[src/rtl/spi_arbiter.sv]
// Two-requester round-robin arbiter in front of a single SPI master.
// One owner is granted at a time. The arbiter fires spi_start, then waits
// for spi_done, or gives up after TIMEOUT cycles. It returns a one-cycle ack
// and an optional idle gap before it arbitrates again.
//
// state  | meaning
// IDLE   | no owner; req sampled here only
// LAUNCH | owner latched, spi_start pulsed
// WAIT   | frame in flight; timeout counter runs
// RESP   | ack = grant for one cycle, err valid
// GAP    | grant cleared; GAP_CYCLES idle cycles before IDLE
module spi_arbiter #(
  parameter int DATA_W     = 16,
  parameter int GAP_CYCLES = 2,
  parameter int TIMEOUT    = 64
) (
  input  logic              clk,
  input  logic              reset,
  input  logic [1:0]        req,
  input  logic [DATA_W-1:0] wdata0,
  input  logic [DATA_W-1:0] wdata1,
  output logic [1:0]        ack,
  output logic              err,
  output logic [DATA_W-1:0] rdata,
  output logic [1:0]        grant,
  output logic              busy,
  output logic              spi_start,
  output logic [DATA_W-1:0] spi_txdata,
  output logic              spi_sel,
  input  logic              spi_done,
  input  logic [DATA_W-1:0] spi_rxdata
);

  localparam logic [2:0] IDLE   = 3'd0;
  localparam logic [2:0] LAUNCH = 3'd1;
  localparam logic [2:0] WAIT   = 3'd2;
  localparam logic [2:0] RESP   = 3'd3;
  localparam logic [2:0] GAP    = 3'd4;

  // One counter serves both WAIT (timeout) and GAP, so it is sized for the larger limit.
  localparam int CNT_MAX = (TIMEOUT > GAP_CYCLES) ? TIMEOUT : GAP_CYCLES;
  localparam int CW      = $clog2(CNT_MAX + 1);
  localparam int GAP_M1  = (GAP_CYCLES > 0) ? GAP_CYCLES - 1 : 0;

  localparam logic [CW-1:0] TO_LAST  = CW'(TIMEOUT - 1);
  localparam logic [CW-1:0] GAP_LAST = CW'(GAP_M1);

  logic [2:0]    state;
  logic [CW-1:0] cnt;
  logic          last_sel;
  logic          err_q;
  logic          pick_sel;

  // Round-robin pick: a lone requester wins; on a tie the one not served last wins.
  always_comb begin
    pick_sel = 1'b0;
    case (req)
      2'b01:   pick_sel = 1'b0;
      2'b10:   pick_sel = 1'b1;
      2'b11:   pick_sel = ~last_sel;
      default: pick_sel = 1'b0;
    endcase
  end

  // Sequencer state, owner latches, timeout/gap counter and response capture.
  always_ff @(posedge clk or negedge reset) begin
    if (!reset) begin
      state      <= IDLE;
      cnt        <= '0;
      last_sel   <= 1'b1;
      err_q      <= 1'b0;
      rdata      <= '0;
      grant      <= 2'b00;
      spi_txdata <= '0;
      spi_sel    <= 1'b0;
    end else begin
      case (state)
        IDLE: begin
          if (req != 2'b00) begin
            grant      <= pick_sel ? 2'b10 : 2'b01;
            spi_sel    <= pick_sel;
            spi_txdata <= pick_sel ? wdata1 : wdata0;
            state      <= LAUNCH;
          end
        end
        LAUNCH: begin
          cnt   <= '0;
          state <= WAIT;
        end
        WAIT: begin
          // A done that lands on the last timeout cycle still counts as success.
          if (spi_done) begin
            rdata <= spi_rxdata;
            err_q <= 1'b0;
            state <= RESP;
          end else if (cnt == TO_LAST) begin
            rdata <= '0;
            err_q <= 1'b1;
            state <= RESP;
          end else begin
            cnt <= cnt + CW'(1);
          end
        end
        RESP: begin
          last_sel <= spi_sel;
          grant    <= 2'b00;
          cnt      <= '0;
          state    <= (GAP_CYCLES > 0) ? GAP : IDLE;
        end
        GAP: begin
          if (cnt == GAP_LAST) state <= IDLE;
          else                 cnt   <= cnt + CW'(1);
        end
        default: state <= IDLE;
      endcase
    end
  end

  // Pulse-type outputs decode straight from the state register, so reset clears them immediately.
  always_comb begin
    busy      = (state != IDLE);
    spi_start = (state == LAUNCH);
    ack       = (state == RESP) ? grant : 2'b00;
    err       = (state == RESP) & err_q;
  end

endmodule

[config.mk]
export PLATFORM = sky130hd
export DESIGN_NAME = spi_arbiter
export DESIGN_NICKNAME = d
export VERILOG_FILES = /design/src/rtl/spi_arbiter.sv
export SDC_FILE = /design/constraint.sdc
export NUM_CORES = 1
export LEC_CHECK = 0
export ABC_CLOCK_PERIOD_IN_PS = 2100
export BUFFER_PORTS_ARGS = -buffer_cell sky130_fd_sc_hd__buf_2
export CAP_MARGIN = 0
export CELL_PAD_IN_SITES_DETAIL_PLACEMENT = 0
export CELL_PAD_IN_SITES_GLOBAL_PLACEMENT = 1
export CORE_MARGIN = 5
export CORE_UTILIZATION = 36
export DETAILED_ROUTE_END_ITERATION = 10
export PLACE_DENSITY_LB_ADDON = 0.1
export SYNTH_ARGS = -nofsm -noshare
export SYNTH_HDL_FRONTEND = slang
export SYNTH_SLANG_ARGS = --single-unit
[constraint.sdc]
create_clock -name clk -period 2.1 [get_ports clk]
set_input_delay 0.105 -clock clk [delete_from_list [all_inputs] [get_ports clk]]
set_output_delay 0.105 -clock clk [all_outputs]
set_load 0.1 [all_outputs]
==> impl_results.md <==
- Setup WS pre-CTS: 0.333 ns
- Crit Path Category: flip-flop to output pin
- CTS tree: built
- Worst slew margin: 54.6%
- Syn avg cell area: roughly 11 sq um
- CTS resizes: 0
- Post-Route WL: around 5500 um
- Clk_skew: 0.0109 ns
- Max stage delay on crit path: 0.50 ns
- Post-synthesis cell type count: 43
- Seq cells post-synth: 47
- Fmax: between 0.5 and 0.6 GHz
- FP Rows: 28
- Max-Cap Viols: 0
- Crit path buf inv count: 1
- Most frequent cells in the layout: 92 x buf_2, 46 x dfrtp_1, 23 x a21oi_1, 22 x nor2_1
- Status: complete, no violations
- Post-route setup slack: 0.214 ns
- EDFF count, synth: 0
- Syn. warnings: 0
- Fin. max-slew vios: 0
- Drt pass-1 iters: 4
- Vias in the first global route: 1,875
- Top-Level Pins: 93
- Cell area after synthesis: 0.00223 sq mm
- Total CTS buffers: 5
- Initial antenna violation count: 0
- Die X: 88.7 um
- Setup-failing EPs final: 0
- Die height: 88.7 um
- Largest net degree at the start of global routing: 34
- Routed Antenna Nets: 0
- Post-Syn Instances: 204
- CP Data Required Time: 2.00 ns
- CP Max Fanout: 11
- Worst setup EP type: output pin
- Final net count: ~360
- Seq/Total Area, Yosys: 52.8%
- Arrival time at the worst endpoint: about 1.8 ns
- Clock latency on the worst-skew pair: 0.30 ns
- CTS Root Cell: clkbuf_8
- Routed vias: 1,880
- Crit share post-route: 89.8%
- Post-route DRC: 0
- CP Launch Type: flip-flop
- CTS Sinks: 47
- Clock-pin transition on the worst setup and hold timing paths: roughly 0.1 ns
- Layout filler cell count: 587
- RSZ-0062 raised after global routing: no
- Most common cell after layout, fill and taps aside: buf_2
- RePlAce Congestion: 0.746
- Core area: 0.00599 sq mm
- Layout cells sized above 1: 39.4%
- Delay-heaviest family, CP: simple AND/OR/NAND/NOR gates
- Hold Path Class: input pin to flip-flop
- Area grow syn2layout: 30.1%
- Post-route setup TNS: 0 ns
- IO Port Bufs: 92
- Overflow after GRT: 0
- Worst-margin pin slew: 0.679 ns
- Fin. Hold Viols: 0
- Die area: 0.00787 sq mm
- Longest Clk Path Bufs: 2
- Async set-reset flop share out of synthesis: 100%
- Vias per inst: 4.99
- ANT cells: 0
- Setup Buffers After CTS: 0
- Post-layout min period: 1.89 ns
- Ys flop type: dfrtp_1
- Overall global routing resource usage: about 15%
- Global-route wire length before repair: 9050 um
- Worst path slowest cell: dfrtp_1
- CP cell instances: and2b_1, and3_1, buf_2
- Iteration-0 DRC Markers: 94
- H-tree level count: 2
- Starting Density: a little under two fifths
- Dpl hpwl: between 4000 and 5000 um
- Post-CTS Hold Fix Bufs: 1
- WL/cell: 14.6 um
- Synth Net Count: 259
per-stage QoR:
| step | std cells | util [%] | hold WS, ns | area (sq um) |
|---|---|---|---|---|
| floorplan | 204 | - | -0.191 | 2230 |
| global placement | 366 | 46.0 | 0.144 | 2760 |
| detailed placement | 366 | 46.0 | 0.157 | 2760 |
| CTS | 375 | 48.1 | 0.00216 | 2880 |
| global route | 377 | 48.5 | 0.0121 | 2900 |
| finish | 377 | 48.5 | 0.0152 | 2900 |
cell families (layout without fill, tap and decap cells):
logic type | Yosys count | after routing | synth area share [%]
fa+ha+maj | 2 | 2 | 1.12
xor+xnor | 1 | 1 | 0.393
flops | 47 | 47 | 52.8
buf+inv | 17 | 115 | 4.60
mux | 16 | 16 | 7.18
simple gates | 55 | 55 | 13.1
compound gates | 66 | 66 | 20.8
cell usage after synthesis, drive strengths merged (2+ instances only):
library cell  count  area share [%]
a211oi            2            0.67
a21boi            2            0.67
a21oi            23             5.2
a22o             16             6.3
and3              4             1.1
buf              12             3.8
dfrtp            46              52
ha                2             1.1
inv               5            0.84
mux2i            16             7.2
nand2            11             2.0
nand2b            3            0.95
nand3             4            0.90
nor2             23             4.2
nor3              2            0.95
nor4              2            0.56
o211ai            2            0.90
o21ai            10             2.2
o31ai             2             1.3
o32ai             3             1.2
per-layer routing:
layer	vias to the layer above	GRT usage, %	wire [um]
li1	933	-	-
met5	-	0	0
met3	4	4.00	373
met2	63	23.1	2610
met1	880	20.0	2470
met4	0	4.12	55
flip-flops by register name, indices dropped and copies added (netlist names):
name,cells
cnt,7
err_q,1
grant,2
state,3
rdata,16
last_sel,1
spi_txdata,16
spi_sel,1
path summary, 6_finish.rpt:
path,from,end,slack [ns],cells after the start
max in group asynchronous,reset,grant[1],1.14,3
min reg2reg,last_sel,last_sel,0.50,2
min,spi_rxdata[15],rdata[15],0.02,2
min in group asynchronous,reset,rdata[4],0.33,2
max,state[2],err,0.21,3
max reg2reg,cnt[0],rdata[1],0.35,5
final cells by class:
type                       count  area (sq um)  share of cell area (%)
multi-input combinational    140           955                    32.9
clock buffer                   5          68.8                    2.37
sequential                    47          1180                    40.6
clock inverter                 3          46.3                    1.59
tap                           75          93.8                    3.23
timing repair buffer         102           543                    18.7
inverter                       5          18.8                   0.647
worst reg2reg max path: stages (launching register included):
cell and delay, ns:
dfrtp_1 0.42, ha_1 0.25, nand2_2 0.14, nor3_4 0.07
o211ai_2 0.56, a22o_1 0.24
Power is not shown: default switching activity piles up to over one toggle a cycle in this logic, so the estimate is an artifact.
